--- config.mk ---
export PLATFORM = sky130hd
export DESIGN_NAME = tick_gen_multi_flat
export DESIGN_NICKNAME = d
export VERILOG_FILES = /design/src/rtl/tick_gen_multi_if.sv /design/src/rtl/tick_gen_multi.sv /design/src/flat_wrapper.sv
export SDC_FILE = /design/constraint.sdc
export NUM_CORES = 1
export LEC_CHECK = 0
export CAP_MARGIN = 20
export CORE_MARGIN = 3
export CORE_UTILIZATION = 41
export DETAILED_ROUTE_END_ITERATION = 7
export PLACE_DENSITY_LB_ADDON = 0.1
export SYNTH_ARGS = -nofsm -noshare
export SYNTH_HDL_FRONTEND = slang
export SYNTH_SLANG_ARGS = --single-unit
export TNS_END_PERCENT = 1
--- constraint.sdc ---
create_clock -name clk -period 2.6 [get_ports clk]
set_input_delay 0.52 -clock clk [delete_from_list [all_inputs] [get_ports clk]]
set_output_delay 0.52 -clock clk [all_outputs]
set_load 0.03 [all_outputs]
--- src/rtl/tick_gen_multi_if.sv ---
// Control/status bundle for tick_gen_multi.
//   run, clear            : global pause / synchronous clear
//   ch_en, ch_oneshot     : per-channel enable and one-shot select
//   ch_div                : per-channel divisor, ch i at [i*CNT_W +: CNT_W]
//   base_tick, ch_tick    : single-clk enable pulses
//   ch_done, ch_count     : sticky one-shot flags and live channel counts
interface tick_gen_multi_if #(
  parameter int NUM_CH = 2,
  parameter int CNT_W  = 8
);
  logic                    run;
  logic                    clear;
  logic [NUM_CH-1:0]       ch_en;
  logic [NUM_CH-1:0]       ch_oneshot;
  logic [NUM_CH*CNT_W-1:0] ch_div;
  logic                    base_tick;
  logic [NUM_CH-1:0]       ch_tick;
  logic [NUM_CH-1:0]       ch_done;
  logic [NUM_CH*CNT_W-1:0] ch_count;

  modport master (
    output run, clear, ch_en, ch_oneshot, ch_div,
    input  base_tick, ch_tick, ch_done, ch_count
  );

  modport slave (
    input  run, clear, ch_en, ch_oneshot, ch_div,
    output base_tick, ch_tick, ch_done, ch_count
  );
endinterface

--- src/rtl/tick_gen_multi.sv ---
// Multi-channel tick generator.
// A base prescaler divides clk by BASE_DIV into base_tick; each of NUM_CH channels divides
// base_tick by its run-time divisor, periodic or one-shot. All outputs are 1-clk enables.
// Ports: clk, rst_n (async active-low), bus (tick_gen_multi_if.slave).

// One channel: counts base hits, wraps at div-1 and emits a tick aligned with base_tick.
module tick_gen_ch #(
  parameter int CNT_W = 8
) (
  input  logic             clk,
  input  logic             rst_n,
  input  logic             clear,
  input  logic             base_hit,
  input  logic             en,
  input  logic             oneshot,
  input  logic [CNT_W-1:0] div,
  output logic             tick,
  output logic             done,
  output logic [CNT_W-1:0] count
);
  logic [CNT_W-1:0] div_m1;

  // Only consulted when div != 0, so the wrap of 0-1 never matters.
  assign div_m1 = div - CNT_W'(1);

  always_ff @(posedge clk or negedge rst_n) begin
    if (!rst_n) begin
      count <= '0;
      done  <= 1'b0;
      tick  <= 1'b0;
    end else if (clear || !en) begin
      count <= '0;
      done  <= 1'b0;
      tick  <= 1'b0;
    end else if (base_hit) begin
      if (div == '0 || done) begin
        count <= '0;
        tick  <= 1'b0;
      end else if (count >= div_m1) begin
        // >= so a divisor lowered below the live count wraps at once.
        count <= '0;
        tick  <= 1'b1;
        if (oneshot) done <= 1'b1;
      end else begin
        count <= count + CNT_W'(1);
        tick  <= 1'b0;
      end
    end else begin
      tick <= 1'b0;
    end
  end
endmodule

module tick_gen_multi #(
  parameter int BASE_DIV = 390625,
  parameter int BASE_W   = 21,
  parameter int NUM_CH   = 2,
  parameter int CNT_W    = 8
) (
  input  logic            clk,
  input  logic            rst_n,
  tick_gen_multi_if.slave bus
);
  localparam logic [BASE_W-1:0] BASE_MAX = BASE_W'(BASE_DIV - 1);

  logic [BASE_W-1:0]            base_cnt;
  logic                         base_hit;
  logic                         base_tick_q;
  logic [NUM_CH-1:0]            tick_q;
  logic [NUM_CH-1:0]            done_q;
  logic [NUM_CH-1:0][CNT_W-1:0] cnt_q;
  logic [NUM_CH-1:0][CNT_W-1:0] div_v;

  // clear outranks run, which outranks counting; a coincident clear suppresses the hit.
  assign base_hit = bus.run & ~bus.clear & (base_cnt == BASE_MAX);

  always_ff @(posedge clk or negedge rst_n) begin
    if (!rst_n) begin
      base_cnt    <= '0;
      base_tick_q <= 1'b0;
    end else begin
      base_tick_q <= base_hit;
      if (bus.clear)    base_cnt <= '0;
      else if (base_hit) base_cnt <= '0;
      else if (bus.run)  base_cnt <= base_cnt + BASE_W'(1);
    end
  end

  assign div_v = bus.ch_div;

  for (genvar i = 0; i < NUM_CH; i++) begin : g_ch
    tick_gen_ch #(.CNT_W(CNT_W)) u_ch (
      .clk      (clk),
      .rst_n    (rst_n),
      .clear    (bus.clear),
      .base_hit (base_hit),
      .en       (bus.ch_en[i]),
      .oneshot  (bus.ch_oneshot[i]),
      .div      (div_v[i]),
      .tick     (tick_q[i]),
      .done     (done_q[i]),
      .count    (cnt_q[i])
    );
  end

  assign bus.base_tick = base_tick_q;
  assign bus.ch_tick   = tick_q;
  assign bus.ch_done   = done_q;
  assign bus.ch_count  = cnt_q;
endmodule

--- src/flat_wrapper.sv ---
// flat-port wrapper written by rule: the top's interface ports become plain ports
module tick_gen_multi_flat 
#(
  parameter int BASE_DIV = 390625,
  parameter int BASE_W   = 21,
  parameter int NUM_CH   = 2,
  parameter int CNT_W    = 8
)
  (clk, rst_n, bus_run, bus_clear, bus_ch_en, bus_ch_oneshot, bus_ch_div, bus_base_tick, bus_ch_tick, bus_ch_done, bus_ch_count);
  tick_gen_multi_if #(.NUM_CH(NUM_CH), .CNT_W(CNT_W)) bus_i ();
  input  logic clk;
  input  logic rst_n;
  input wire logic [$bits(bus_i.run)-1:0] bus_run;
  input wire logic [$bits(bus_i.clear)-1:0] bus_clear;
  input wire logic [$bits(bus_i.ch_en)-1:0] bus_ch_en;
  input wire logic [$bits(bus_i.ch_oneshot)-1:0] bus_ch_oneshot;
  input wire logic [$bits(bus_i.ch_div)-1:0] bus_ch_div;
  output wire logic [$bits(bus_i.base_tick)-1:0] bus_base_tick;
  output wire logic [$bits(bus_i.ch_tick)-1:0] bus_ch_tick;
  output wire logic [$bits(bus_i.ch_done)-1:0] bus_ch_done;
  output wire logic [$bits(bus_i.ch_count)-1:0] bus_ch_count;
  assign bus_i.run = bus_run;
  assign bus_i.clear = bus_clear;
  assign bus_i.ch_en = bus_ch_en;
  assign bus_i.ch_oneshot = bus_ch_oneshot;
  assign bus_i.ch_div = bus_ch_div;
  assign bus_base_tick = bus_i.base_tick;
  assign bus_ch_tick = bus_i.ch_tick;
  assign bus_ch_done = bus_i.ch_done;
  assign bus_ch_count = bus_i.ch_count;
  tick_gen_multi #(.BASE_DIV(BASE_DIV), .BASE_W(BASE_W), .NUM_CH(NUM_CH), .CNT_W(CNT_W)) u_core (.clk(clk), .rst_n(rst_n), .bus(bus_i));
endmodule
==> results of run 1 <==
## placed cells by master, fill, tap and decap left out, types with 4 or more instances in the layout
| cell type | n |
|---|---|
| ha_1 | 23 |
| and3_1 | 14 |
| and4_1 | 4 |
| nand2_1 | 33 |
| nor3_1 | 9 |
| dlygate4sd2_1 | 7 |
| or3_1 | 4 |
| a21oi_1 | 9 |
| o21ai_0 | 15 |
| clkbuf_8 | 5 |
| inv_1 | 15 |
| xnor2_1 | 7 |
| xor2_1 | 7 |
| a31oi_1 | 15 |
| clkdlybuf4s50_1 | 30 |
| nand3_1 | 20 |
| buf_4 | 45 |
| a21o_1 | 5 |
| dfrtp_1 | 42 |
| nand4_1 | 12 |
| a22o_1 | 5 |
| nor2_1 | 14 |
| nand2b_1 | 8 |
## metrics by stage
| stage | utilization | instance area [µm²] | cells | hold WS [ps] | TNS (ps) |
|---|---|---|---|---|---|
| 2_1_floorplan | - | 3060 | 336 | 224 | -10.2 |
| 3_3_place_gp | 0.555 | 3870 | 509 | 471 | -7710 |
| 3_5_place_dp | 0.555 | 3870 | 509 | 468 | -8400 |
| 4_1_cts | 0.570 | 3980 | 519 | 175 | 0 |
| 5_1_grt | 0.574 | 4010 | 519 | 190 | -249 |
| 6_report | 0.574 | 4010 | 519 | 165 | 0 |
## power breakdown
part	switching (W)	internal, W
clock network	0.000221	0.000181
registers	0.0000194	0.000665
logic	0.000121	0.000120
## worst max-delay path, delay by kind of cell
family	cells	cell delay, ps
adder cells (fa/ha/maj)	1	250
XOR/XNOR	1	160
AO/OA/AOI/OAI	1	420
multiplexers	1	210
AND/OR/NAND/NOR	4	790
buffers and inverters	2	390
## what timing repair did
item                                    4_1_cts  5_1_grt
pin swaps                                    16       15
buffers inserted                              3        0
resized for setup                            26       10
endpoints found under the setup margin       15       16
## registers in the layout, indices dropped and copies added (netlist names)
register                cells
u_core.base_cnt            21
u_core.g_ch.u_ch.count     16
u_core.bus.base_tick        1
u_core.g_ch.u_ch.tick       2
u_core.g_ch.u_ch.done       2
## final timing paths
kind / startpoint / endpoint / cells past startpoint
worst max-delay path: bus_ch_div[9] / u_core.g_ch[1].u_ch.count[0] / 10
worst min-delay path: rst_n / u_core.g_ch[0].u_ch.count[5] / 1
worst max register to register: u_core.g_ch[0].u_ch.count[0] / u_core.g_ch[0].u_ch.count[2] / 7
worst min register to register: u_core.base_cnt[20] / u_core.base_cnt[20] / 1
max in group asynchronous: rst_n / u_core.base_cnt[14] / 2
min in group clk: u_core.base_cnt[20] / u_core.base_cnt[20] / 1
## routing by layer
metal / track usage / part of all wire / up-vias
li1: - / - / 1437
met1: 0.258 / 0.46 / 1367
met2: 0.301 / 0.50 / 35
met3: 0.0271 / 0.034 / 5
met4: 0.0384 / 0.0071 / 0
met5: 0 / 0 / -
## logic make-up (layout without fill, tap and decap cells)
logic type	Yosys count	after routing	synth area share
mux	3	3	0.0103
buf+inv	27	114	0.0415
flops	42	42	0.346
fa+ha+maj	24	24	0.0987
xor+xnor	14	14	0.0403
compound gates	81	81	0.189
simple gates	145	145	0.275
## final cells by class
| cell class | count | area (µm²) |
|---|---|---|
| clock inverters | 2 | 10.0 |
| inverters | 18 | 67.6 |
| well taps | 96 | 120 |
| multi-input cells | 267 | 1940 |
| repair buffers | 89 | 754 |
| fillers | 665 | 2970 |
| flip-flops and latches | 42 | 1050 |
| clock buffers | 5 | 68.8 |
==> metrics, run 1 <==
nets 471; FF-to-FF setup slack 350 ps; DR vias 2844; Setup crit end kind flip-flop; GRT Overall Usage 0.184; arrival time worst endpoint 2750 ps; CP cell instances dlygate4sd2_1 > buf_4 > nor3_1 > xnor2_1 > ha_1 > nor3_1 > nor2_1 > a221o_2 > nor3_4 > mux2_4; CP startpoint kind input pin; critical path required time 2830 ps; Max stage delay on crit path 420 ps; root buffer cell clkbuf_8; max-slew violations 0; Detail Placement HPWL 5910 µm; CTS Buf Count 5; Pwr Density 331 nW/µm²; hold buffers post-CTS 0; Async SR Flop Fraction 1.00; critical path peak fanout 7; first-pass iteration count of the detailed router 4; core area 6980 µm²; Mapped Area 3040 µm²; sequential fraction of the synthesis area 0.346; Leak 1.81 nW; routed wire length 7450 µm; post-place setup slack -593 ps; EDFF count, synth 0; Vias per Instance 5.48; skew final 6.24 ps; most common cell in the netlist dfrtp_1; # DRC 0; CTS tree yes; Post-Syn Instances 336; syn avg cell area 9.05 µm²; num rows 30; Syn Nets 384; clock-pin slew on the worst setup and hold paths 80 ps; post-route ant nets 0; total grt overflow 0; max_cap viols 0; fmax 0.398 GHz; maximum VDD drop 0.243 mV; GPL Wtd Cong 0.829; post-synthesis cell type with the largest combined area dfrtp_1; Longest Clk Path Bufs 2; ANT cells 0; Wirelength per Cell 14.4 µm; Final WS setup 85.9 ps; largest net degree at the start of global routing 21; top-area cell type share of the netlist area 0.346; post-route clock period utilization 0.967; slowest stage cell on the critical path a221o_2; layout cells sized above 1 0.194; area grow syn2layout 31.8%; # IOs 45; first-pass GRT wire length 12800 µm; top_reg_cell synth dfrtp_1; Die Area 8490 µm²; synth cell count leaders 42 x dfrtp_1, 34 x nand2_1, 24 x ha_1; Die Wd 92.1 µm; crit path time final 2510 ps; Sink Count 42; CP Class in -> reg; Yosys warning count 0; most used cell, CP nor3_1; PortBufs 44; H-tree lvl count 2; synth unique cells 57; unrepaired setup endpoints after global routing yes; initial antenna violation count 0; synth top area cells dfrtp_1 35%, ha_1 9.9%, nand2_1 4.2%; die height 92.1 µm; #FFs+latches synth 42; clk_lat worst skew 290 ps; final hold violations 0; initial drt markers 106; Slew headroom 0.650; Final setup viols 0; vias in the first global route 2694; Total Power 0.00133 W; status finished, final reports clean; Initial Util 0.436; Worst Tran Pin Value 523 ps; Hold WC Path Type in -> async
Power figures use the tool's default switching activity.
==> inputs of run 2 (changes only) <==
--- a/config.mk
+++ b/config.mk
@@ -6,8 +6,9 @@
 export NUM_CORES = 1
 export LEC_CHECK = 0
 export CAP_MARGIN = 20
+export CORE_ASPECT_RATIO = 0.9
 export CORE_MARGIN = 3
-export CORE_UTILIZATION = 41
+export CORE_UTILIZATION = 45
 export DETAILED_ROUTE_END_ITERATION = 7
 export PLACE_DENSITY_LB_ADDON = 0.1
 export SYNTH_ARGS = -nofsm -noshare
==> run 2 against run 1 <==
  * Register-to-register slack barely moved
  * Critical path depth grew 1
  * Global-route usage increased by 1.7 points
  * Die area is 8.3% lower
  * Critical endpoint unchanged
  * Cell count shrank 2.9%
  * Sequential cell count unchanged
  * Highest routed layer unchanged
  * Clock skew shrank 3.4 ps
  * Largest power group unchanged
  * Hold slack got worse by 62 ps
  * Non-clock buffer count down 6
  * Sequential power about the same
  * Largest cell class unchanged
==> metrics, run 2 (same netlist as run 1, synthesis figures left out) <==
status finished, final reports clean; Sink Count 42 (unchanged); CP Class in -> reg; Die Area 7780 µm² (-8.3%); Initial Util 0.481 (+0.0458); ANT cells 0 (unchanged); nets 465 (-1.3%); design area 4010 µm² (about the same); CTS Buf Count 5 (unchanged); final setup TNS 0 ps (unchanged); arrival time worst endpoint 2760 ps (about the same); met2 Use GR 0.317 (+0.0158); initial drt markers 134 (+26%); area grow syn2layout 31.8% (about the same); max-slew violations 0 (unchanged); max reg flops 21 (unchanged); Setup crit end kind flip-flop; fmax 0.396 GHz (-0.50%); maximum VDD drop 0.262 mV (+7.5%); die height 84.0 µm (-8.8%); # DRC 0 (unchanged); placed cell area 3830 µm² (-1.3%); Wirelength per Cell 15.3 µm (+6.8%); slowest stage cell on the critical path a221o_1; post-route ant nets 0 (unchanged); most flop-heavy register u_core.base_cnt; total grt overflow 0 (unchanged); Final setup viols 0 (unchanged); H-tree lvl count 2 (unchanged); most frequent cells in the layout 42 x dfrtp_1, 39 x buf_4, 33 x nand2_1; met3 Usage GRT 0.0370 (+0.00990); # IOs 45 (unchanged); top flop regs u_core.base_cnt x21, u_core.g_ch.u_ch.count x16; largest net degree at the start of global routing 30 (+43%); max_cap viols 0 (unchanged); num rows 27 (-10%); fill count 539 (-19%); post-route clock period utilization 0.972 (+0.00482); most common cell after layout, fill and taps aside dfrtp_1; root buffer cell clkbuf_8; M1 GR Usage 0.290 (+0.0322); core area 6320 µm² (-9.5%); GPL Wtd Cong 0.844 (+1.9%); final hold violations 0 (unchanged); GRT busiest layer met2; clock-pin slew on the worst setup and hold paths 80 ps (about the same); crit path time final 2530 ps (+12.5 ps); Hold WC Path Type in -> async; first-pass iteration count of the detailed router 5 (+1); skew final 2.80 ps (-3.44 ps); CTS tree yes; first-pass GRT wire length 13000 µm (+1.6%); DR vias 2868 (+0.84%); Max stage delay on crit path 410 ps (about the same); PortBufs 44 (unchanged); post-place setup slack -629 ps (-36.0 ps); vias in the first global route 2721 (+1.0%); critical path peak fanout 7 (unchanged); Detail Placement HPWL 5770 µm (-2.3%); Slew headroom 0.675 (+0.0248); critical path required time 2830 ps (about the same); Worst Tran Pin Value 486 ps (-37.0 ps); Final WS setup 73.3 ps (-12.5 ps); initial antenna violation count 0 (unchanged); Die Wd 92.7 µm (+0.58%); CP startpoint kind input pin; routed wire length 7730 µm (+3.7%); Longest Clk Path Bufs 2 (unchanged); Vias per Instance 5.69 (+3.8%); layout cells sized above 1 0.187 (-0.00680); Leak 1.80 nW (-0.39%); clk_lat worst skew 290 ps (about the same); hold buffers post-CTS 0 (unchanged); Pwr Density 364 nW/µm² (+10%); GRT Overall Usage 0.201 (+0.0170); CP cell instances clkbuf_2 > nor4_4 > nor2b_4 > nand2_2 > xnor2_2 > ha_1 > o2111ai_2 > nor2_1 > a221o_1 > nor3_4 > mux2_4
## run 2: where the power goes
group / switching (W) / total [W] / leakage, nW / internal [W]
sequential: 0.0000206 / 0.000686 / 0.584 / 0.000665
combinational: 0.000126 / 0.000245 / 1.16 / 0.000119
clock: 0.000221 / 0.000529 / 0.0573 / 0.000307
## run 2: critical path, delay by kind of cell
kind / cells / cell delay, ps
muxes: 1 / 220
AOI/OAI and AO/OA: 2 / 480
xor gates and xnor gates: 1 / 130
buffers and inverters: 1 / 110
and+or+nand+nor: 5 / 990
adders and majority gates: 1 / 300
## run 2: repair_timing
action / 4_1_cts / 5_1_grt
buffers inserted: 2 / 0
endpoints found under the setup margin: 17 / 14
resized for setup: 30 / 9
pin swaps: 20 / 7
## run 2: stage by stage
| stage | hold slack, ps | util | std cells | total power, W |
|---|---|---|---|---|
| after global placement | 423 | 0.606 | 495 | 0.000930 |
| after detailed placement | 424 | 0.606 | 495 | 0.000937 |
| after floorplan | 224 | - | 336 | 0.000805 |
| final | 103 | 0.634 | 504 | 0.00146 |
| after CTS | 107 | 0.630 | 504 | 0.00147 |
| after global routing | 120 | 0.634 | 504 | 0.00152 |
## run 2: layout make-up
class | instances | area, µm² | share of cell area
Clock buffer | 6 | 82.6 | 0.0206
Inverter | 18 | 67.6 | 0.0169
Timing Repair Buffer | 83 | 709 | 0.177
Sequential cell | 42 | 1050 | 0.262
Clock inverter | 1 | 30.0 | 0.00749
Multi-Input combinational cell | 267 | 1960 | 0.489
Tap cell | 87 | 109 | 0.0272
## run 2: final timing paths
check | from | end | slack [ps] | cells after the start
max | bus_ch_div[12] | u_core.g_ch[1].u_ch.count[0] | 70 | 11
min | rst_n | u_core.g_ch[0].u_ch.count[6] | 100 | 1
max reg2reg | u_core.g_ch[1].u_ch.count[0] | u_core.g_ch[1].u_ch.count[0] | 340 | 7
min reg2reg | u_core.base_cnt[20] | u_core.base_cnt[20] | 490 | 1
max in group asynchronous | rst_n | u_core.base_cnt[12] | 1810 | 2
min in group clk | u_core.base_cnt[20] | u_core.base_cnt[20] | 490 | 1
## run 2: metal layers
metal	routed length, µm	vias up
met4	5	0
met1	3600	1379
li1	-	1420
met3	366	2
met5	0	-
met2	3750	67
==> variant: new RTL, flow settings as in run 2 <==
`CNT_W` is set to 8 in 4 places; all go to 12.
--- a/src/rtl/tick_gen_multi_if.sv
+++ b/src/rtl/tick_gen_multi_if.sv
@@ -6,7 +6,7 @@
 //   ch_done, ch_count     : sticky one-shot flags and live channel counts
 interface tick_gen_multi_if #(
   parameter int NUM_CH = 2,
-  parameter int CNT_W  = 8
+  parameter int CNT_W  = 12
 );
   logic                    run;
   logic                    clear;
--- a/src/rtl/tick_gen_multi.sv
+++ b/src/rtl/tick_gen_multi.sv
@@ -5,7 +5,7 @@
 
 // One channel: counts base hits, wraps at div-1 and emits a tick aligned with base_tick.
 module tick_gen_ch #(
-  parameter int CNT_W = 8
+  parameter int CNT_W = 12
 ) (
   input  logic             clk,
   input  logic             rst_n,
@@ -55,7 +55,7 @@
   parameter int BASE_DIV = 390625,
   parameter int BASE_W   = 21,
   parameter int NUM_CH   = 2,
-  parameter int CNT_W    = 8
+  parameter int CNT_W    = 12
 ) (
   input  logic            clk,
   input  logic            rst_n,
--- a/src/flat_wrapper.sv
+++ b/src/flat_wrapper.sv
@@ -4,7 +4,7 @@
   parameter int BASE_DIV = 390625,
   parameter int BASE_W   = 21,
   parameter int NUM_CH   = 2,
-  parameter int CNT_W    = 8
+  parameter int CNT_W    = 12
 )
   (clk, rst_n, bus_run, bus_clear, bus_ch_en, bus_ch_oneshot, bus_ch_div, bus_base_tick, bus_ch_tick, bus_ch_done, bus_ch_count);
   tick_gen_multi_if #(.NUM_CH(NUM_CH), .CNT_W(CNT_W)) bus_i ();
Interface: changed (resized bus_ch_count and bus_ch_div); port bits go from 45 to 61. The function was not compared with the original's and may differ.
==> variant against run 2 <==
  * The flow now finishes with violations (setup timing)
  * Count of clock-buffer cells in the layout is 1 lower
  * Total power is 14% higher
  * Synthesized area is 19% higher
  * Fmax is 7.4% lower
  * Clock power is 7.2% higher
  * Worst setup slack worse by 0.20 ns
  * Routed wire length is 30% higher
  * Worst hold slack better by 0.054 ns
  * Global-route usage is 2.8 points higher
  * Final cell count is 27% higher
  * Sequential cell count is 8 higher
  * Synthesized cell count is 25% higher
  * Design area is 29% higher
  * Critical endpoint is now u_core.g_ch[0].u_ch.count[8]
==> variant: results <==
set metrics [dict create \
    slowest_stage "nor4_4" \
    groute.usage.overall_pct 22.9 \
    cts.sinks 50 \
    power_uw 1660 \
    synth_cell_type_count 50 \
    ys_top_cells_by_count "50 x dfrtp_1, 43 x o21ai_0, 41 x nand2_1" \
    buffers 129 \
    setup_violations 14 \
    reg2reg_from "u_core.g_ch[0].u_ch.count[0]" \
    yosysSeqAreaShare_pct 34.7 \
    leakage_uw 0.00218 \
    r2r_cells 9 \
    place.port_buffers 60 \
    multiInputGateArea_sq_mm 0.00250 \
    ys_top_cells_by_area "dfrtp_1 35%, ha_1 11%, o21ai_0 6.0%, nand2_1 4.3%, xor2_1 4.1%" \
    fillers 627 \
    nNonClkInverters 22 \
    met2_usage_pct 36.8 \
    relSlewSlack_pct 40.5 \
    nonClkBufAreaFrac_pct 21.6 \
    taps 96 \
    drt_wl_total_microns 10000 \
    fin_tns_setup_ns -0.622 \
    avgViaCountPerCell 5.66 \
    skew_ns 0.0110 \
    synth_compound_area_share_pct 15.7 \
    placedCellCount 618 \
    sh_seq_area_pct 24.1 \
    place.gp.congestion 0.819 \
    status "finished, violations left" \
    post-place-ws_ns -0.749 \
    clkTransAtPathRegs_ns 0.10 \
    grt_max_degree 23 \
    layout-drive-gt1-share_pct 24.7 \
    multi_input_cells 334 \
    cp.arrival_ns 2.99 \
    placed_area_sq_mm 0.00472 \
    grt_pass1_wl_microns 17100 \
    clock_area_share_pct 2.17 \
    syn_area_per_cell_sq_um 8.59 \
    grt_pass1_vias 3614 \
    violations "setup timing" \
    r2r-end "u_core.g_ch[0].u_ch.count[8]" \
    path_max_fanout 4 \
    fin_ws_ns -0.130 \
    crit_path_start "bus_ch_div[4]" \
    synthesis.nets 484 \
    whs_ns 0.157 \
    route.met3.wl_microns 413 \
]
[variant: cell types whose count changed after synthesis, sizes merged, moves of 5 or more]
| cell | delta |
|---|---|
| nor2 | +16 |
| xnor2 | +8 |
| ha | +8 |
| o21ai | +27 |
| nand4b | +5 |
| xor2 | +10 |
| nor4 | +7 |
| dfrtp | +8 |
| nand2 | +7 |
| and3 | -8 |
[variant: power groups by stage]
stage	Clock (uW)	Sequential [uW]	Combinational, uW
final	567	789	304
after global routing	613	791	335
after CTS	583	789	299
after detailed placement	0	804	270
after global placement	0	804	263
after floorplan	0	807	107
[variant: cells by family after synthesis]
logic type,after synthesis
xor gates and xnor gates,32
DFF,50
adders and majority gates,32
and+or+nand+nor,174
buffers and inverters,36
AOI/OAI and AO/OA,96
[variant: what timing repair did]
| action | CTS | global route |
|---|---|---|
| pin swaps | 38 | 30 |
| setup buffers | 12 | 2 |
| gates cloned | 1 | 0 |
| gates resized for setup | 90 | 15 |
| setup endpoints to repair | 28 | 28 |
